`src/rtl/channel_select_pkg.sv`:
```
// Shared constants and helpers for the registered channel selector.
// Mode encodings and lane slicing of the flattened input bus.
package channel_select_pkg;

    localparam logic MODE_FIXED = 1'b0;
    localparam logic MODE_RR    = 1'b1;

    // LSB position of a lane within a flattened {lane N-1, ..., lane 0} bus.
    function automatic int unsigned lane_lsb(input int unsigned lane, input int unsigned width);
        return lane * width;
    endfunction

endpackage

```
`src/rtl/channel_select_reg_rr_pick.sv`:
```
// Rotating-priority request picker: first requester at or after base, wrapping.
// Purely combinational; base is expected to be below CHANNELS.
module rr_pick #(
    parameter int CHANNELS = 4,
    parameter int SEL_W    = $clog2(CHANNELS)
) (
    input  logic [CHANNELS-1:0] req,
    input  logic [SEL_W-1:0]    base,
    output logic                grant_valid,
    output logic [SEL_W-1:0]    grant_idx
);

    logic [2*CHANNELS-1:0] req_dbl;
    logic [2*CHANNELS-1:0] req_rot;
    logic [SEL_W:0]        offs_sum;

    // Doubling the request vector turns the wrap-around search into a plain shift.
    assign req_dbl = {req, req};
    assign req_rot = req_dbl >> base;

    always_comb begin
        grant_valid = 1'b0;
        grant_idx   = '0;
        offs_sum    = '0;
        for (int i = CHANNELS - 1; i >= 0; i--) begin
            if (req_rot[i]) begin
                grant_valid = 1'b1;
                offs_sum    = {1'b0, base} + (SEL_W+1)'(i);
                if (offs_sum >= (SEL_W+1)'(CHANNELS)) begin
                    offs_sum = offs_sum - (SEL_W+1)'(CHANNELS);
                end
                grant_idx = offs_sum[SEL_W-1:0];
            end
        end
    end

endmodule

```
`src/rtl/channel_select_reg.sv`:
```
// Registered N:1 lane selector, fixed-address or round-robin, with a
// one-deep valid/ready output register that reloads while draining.
module channel_select_reg
    import channel_select_pkg::*;
#(
    parameter  int WIDTH    = 8,
    parameter  int CHANNELS = 4,
    localparam int SEL_W    = $clog2(CHANNELS)
) (
    input  logic                      clk,
    input  logic                      reset,
    input  logic                      mode,
    input  logic [SEL_W-1:0]          address,
    input  logic [CHANNELS*WIDTH-1:0] in_data,
    input  logic [CHANNELS-1:0]       in_valid,
    output logic [CHANNELS-1:0]       in_ready,
    output logic [WIDTH-1:0]          out_data,
    output logic [SEL_W-1:0]          out_channel,
    output logic                      out_valid,
    input  logic                      out_ready
);

    logic [WIDTH-1:0] lane_data [CHANNELS];

    logic             rr_valid;
    logic [SEL_W-1:0] rr_idx;
    logic             fixed_valid;
    logic             grant_valid;
    logic [SEL_W-1:0] grant_idx;
    logic             load_en;
    logic             xfer;
    logic [WIDTH-1:0] sel_data;

    logic [WIDTH-1:0] out_data_reg,    out_data_next;
    logic [SEL_W-1:0] out_channel_reg, out_channel_next;
    logic             out_valid_reg,   out_valid_next;
    logic [SEL_W-1:0] ptr_reg,         ptr_next;

    generate
        for (genvar gi = 0; gi < CHANNELS; gi++) begin : g_lane
            assign lane_data[gi] = in_data[lane_lsb(gi, WIDTH) +: WIDTH];
            assign in_ready[gi]  = xfer && (grant_idx == SEL_W'(gi));
        end
    endgenerate

    rr_pick #(
        .CHANNELS (CHANNELS),
        .SEL_W    (SEL_W)
    ) u_rr_pick (
        .req         (in_valid),
        .base        (ptr_reg),
        .grant_valid (rr_valid),
        .grant_idx   (rr_idx)
    );

    // Matching against real lane indices rejects out-of-range addresses for free.
    always_comb begin
        fixed_valid = 1'b0;
        for (int k = 0; k < CHANNELS; k++) begin
            if ((address == SEL_W'(k)) && in_valid[k]) begin
                fixed_valid = 1'b1;
            end
        end
    end

    assign grant_valid = (mode == MODE_RR) ? rr_valid : fixed_valid;
    assign grant_idx   = (mode == MODE_RR) ? rr_idx   : address;
    assign load_en     = !out_valid_reg || out_ready;
    assign xfer        = grant_valid && load_en && !reset;

    always_comb begin
        sel_data = '0;
        for (int k = 0; k < CHANNELS; k++) begin
            if (grant_idx == SEL_W'(k)) begin
                sel_data = lane_data[k];
            end
        end
    end

    always_comb begin
        out_data_next    = out_data_reg;
        out_channel_next = out_channel_reg;
        out_valid_next   = out_valid_reg;
        ptr_next         = ptr_reg;
        if (xfer) begin
            out_data_next    = sel_data;
            out_channel_next = grant_idx;
            out_valid_next   = 1'b1;
            ptr_next         = (grant_idx == SEL_W'(CHANNELS - 1)) ? '0 : grant_idx + SEL_W'(1);
        end else if (out_valid_reg && out_ready) begin
            out_valid_next = 1'b0;
        end
    end

    always_ff @(posedge clk) begin
        if (reset) begin
            out_data_reg    <= '0;
            out_channel_reg <= '0;
            out_valid_reg   <= 1'b0;
            ptr_reg         <= '0;
        end else begin
            out_data_reg    <= out_data_next;
            out_channel_reg <= out_channel_next;
            out_valid_reg   <= out_valid_next;
            ptr_reg         <= ptr_next;
        end
    end

    assign out_data    = out_data_reg;
    assign out_channel = out_channel_reg;
    assign out_valid   = out_valid_reg;

endmodule
```
`config.mk`:
```
export PLATFORM = sky130hd
export DESIGN_NAME = channel_select_reg
export DESIGN_NICKNAME = d
export VERILOG_FILES = /design/src/rtl/channel_select_pkg.sv /design/src/rtl/channel_select_reg_rr_pick.sv /design/src/rtl/channel_select_reg.sv
export SDC_FILE = /design/constraint.sdc
export NUM_CORES = 1
export LEC_CHECK = 0
export ABC_CLOCK_PERIOD_IN_PS = 3310
export BUFFER_PORTS_ARGS = -buffer_cell sky130_fd_sc_hd__buf_2
export CORE_MARGIN = 2
export CORE_UTILIZATION = 29
export DETAILED_ROUTE_END_ITERATION = 8
export GPL_TIMING_DRIVEN = 0
export PLACE_DENSITY = 0.6
export SYNTH_ARGS = -nofsm -noshare
export SYNTH_HDL_FRONTEND = slang
export SYNTH_SLANG_ARGS = --single-unit
```
`constraint.sdc`:
```
create_clock -name clk -period 3.31 [get_ports clk]
set_clock_uncertainty 0.2 [all_clocks]
set_input_delay 0.4965 -clock clk [delete_from_list [all_inputs] [get_ports clk]]
set_output_delay 0.4965 -clock clk [all_outputs]
set_load 0.1 [all_outputs]
```
==> out/qor.yml <==
final_layout:
  syn_to_final_growth_pct: 36.6
  fillers: 358
  seq_area_um2: 262
  drive_gt1_share_pct: 49.2
  multi_input_area_um2: 676
  layout.nets: 232
  num_antenna_cells: 0
  fin_area_um2: 1430
  largest_register_ffs: 8
global_route:
  grt_max_degree: 11
  grt.busiest_layer: "met2"
  grt_first_pass_wirelength_um: 4640
  grt_usage_pct: 14.3
  use_met2_pct: 22.0
  gr-usage-met3_pct: 2.99
  grt_pass1_vias: 1026
  antenna_found_initial: 0
  overflow: 0
  met1_usage_pct: 20.0
timing:
  finalSetupViolations: 0
  fin_crit_ns: 3.14
  hold_violations: 0
  slew_violations: 0
  setup_tns_ns: 0
  fmax_mhz: 319
  fin_crit_sh_pct: 94.7
  worst_pin_slew_ns: 0.700
  slew_headroom_pct: 53.3
critical_path:
  required_ns: 2.61
  crit_buf_inv: 4
  start_kind: "input port"
  cp_max_fo: 10
  critPathMaxStageDelay_ns: 0.30
  reg2reg_slack_ns: 0.72
  cp_common_cell: "buf_2"
  slowest_stage: "clkbuf_1"
  crit_path_end_kind: "output pin"
  cp_top_family: "buffers and inverters"
  crit_type: "input port to output pin"
  arrival_ns: 2.44
  worstPathCellList: "buf_2, nand2b_1, a21oi_1, o21a_1, o22ai_2, ha_1, clkbuf_1, buf_2, and2_4, buf_4"
power:
  p_switching_mw: 0.296
  peakVddDrop_mv: 0.168
  seqPwrFrac_pct: 29.9
  intPower_mw: 0.321
  p_leak_nw: 0.681
  clkPwrFrac_pct: 16.2
  power_density_nw_per_um2: 432
  pwr-share-comb_pct: 53.9
  swShare_pct: 47.9
yosys:
  synth_edf_count: 0
  yosys.cell_count.top_type: "a21oi_1"
  ys_top_cells_by_count: "a21oi_1 (17), dfxtp_1 (13), inv_1 (13), a221o_1 (7), nand2_1 (7)"
  synthTopCellsByArea: "dfxtp_1 (25%), a21oi_1 (8.1%), a221o_1 (6.7%)"
  yosysSeqAreaShare_pct: 24.9
  synth_top_cell_by_area: "dfxtp_1"
  syn_inst: 126
  avgSynthCellArea_um2: 8.30
  synth_cell_types: 35
  async_flop_share_pct: 0
  ys_ff_latch: 13
  ys_warn_count: 0
  synth-main-ff-cell: "dfxtp_1"
  yosys.area.top_type_share_pct: 24.9
  syn_nets: 172
  mappedNetlistArea_um2: 1050
clock_tree:
  path_clk_slew_ns: 0.08
  cts_buffer_depth: 2
  htree_levels: 1
  clkSinkCount: 13
  cts_buffers: 3
  clk-insertion-delay-late_ns: 0.27
  cts_tree: "built"
  cts_root_buf: "clkbuf_4"
floorplan:
  core_area_um2: 3390
  dieArea_um2: 4100
  initial_core_util_pct: 30.9
  num_rows: 21
  die_w_um: 64.1
  ios: 57
  die_h_um: 64.1
run_status:
  run_status: "completed"
placed_design:
  place.gp.congestion: 0.773
  dp_hpwl_um: 2230
  port_buffers: 56
  placed_cell_area_um2: 1380
routing:
  drc: 0
  wl_per_cell_um: 12.7
  viasPerCell: 4.86
  first_pass_iters: 4
  initialDrtViolationCount: 56
  ant_nets: 0
  dr_total_vias: 1122
  routed_wl_um: 2940
worst_hold_path:
  hp-class: "input port to flip-flop"
flow_run:
  maxCapViolCount: 0
## per-stage QoR
stage	instances	setup WS (ns)	total power, mW	utilization, %	hold WS (ns)
2_1_floorplan	126	0.601	0.443	-	0.308
3_3_place_gp	228	-0.202	0.517	40.8	0.278
3_5_place_dp	228	-0.136	0.515	40.8	0.285
4_1_cts	232	0.0198	0.620	42.1	0.255
5_1_grt	231	-0.0255	0.653	42.2	0.256
6_report	231	0.174	0.617	42.2	0.255
## final timing paths
kind,endpoint,cells after the start,startpoint
setup / recovery,in_ready[2],10,in_valid[0]
hold reg to reg,out_data[0],2,out_data[0]
setup reg to reg,out_data[2],10,ptr_reg[1]
hold / removal,out_data[5],2,reset
## metal layers
metal  up-vias  share of wire (%)
met3         2                8.4
met2        51                 44
met1       496                 47
met4         0               0.48
li1        573                  -
met5         -                  0
## power by group through the flow
stage / registers [mW] / clock network, mW / logic, mW
floorplan: 0.289 / 0 / 0.154
global placement: 0.188 / 0 / 0.329
detailed placement: 0.187 / 0 / 0.328
CTS: 0.184 / 0.104 / 0.332
global route: 0.186 / 0.113 / 0.354
finish: 0.184 / 0.0999 / 0.333
## area by class of cell
class | count | share of cell area (%)
multi-input cells | 90 | 47.3
repair buffers | 56 | 20.1
flip-flops and latches | 13 | 18.3
plain buffers | 9 | 4.99
well taps | 46 | 4.03
inverters | 13 | 3.42
clock buffers | 4 | 1.84
## repair_timing
item,CTS,global route
buffers inserted,0,0
cloned,0,0
endpoints found under the setup margin,3,3
hold buffers,0,0
gates resized for setup,5,4
## cell usage in the layout (no fill, tap or decap), types with 2 or more instances in the layout
master / netlist / final
nor2_1: 5 / 5
nand2b_1: 2 / 2
mux2i_1: 2 / 2
buf_6: 2 / 2
dfxtp_1: 13 / 12
clkbuf_1: 4 / 4
buf_2: 2 / 54
nor2b_1: 3 / 3
a221oi_1: 4 / 4
a21oi_1: 17 / 16
ha_1: 4 / 4
a221o_1: 7 / 7
nor3_2: 5 / 5
nor3_1: 2 / 2
and2_4: 4 / 4
clkbuf_4: 0 / 3
buf_4: 0 / 4
o21ai_0: 4 / 4
inv_1: 13 / 13
nand2_1: 7 / 7
a21oi_2: 1 / 2
a211oi_2: 2 / 2
a221oi_2: 3 / 3
nor2_2: 5 / 5
o21a_1: 3 / 3
## worst reg2reg max path, stage by stage, from the launching register on
cell and delay (ns):
dfxtp_2 0.39, inv_1 0.07, a211oi_1 0.20, o21a_1 0.17, o22ai_2 0.12, ha_1 0.25
nor2b_1 0.13, clkbuf_1 0.20, a221o_1 0.35, a221oi_1 0.29, nor3_2 0.08
## logic make-up (layout without fill, tap and decap cells)
group / count (synthesis) / count (layout) / share of synthesized area [%]
DFF: 13 / 13 / 24.9
muxes: 2 / 2 / 1.91
and+or+nand+nor: 39 / 39 / 24.6
AOI/OAI and AO/OA: 45 / 45 / 32.3
buffers and inverters: 23 / 82 / 11.5
adders and majority gates: 4 / 4 / 4.78
(Power assumes the default switching activity.)
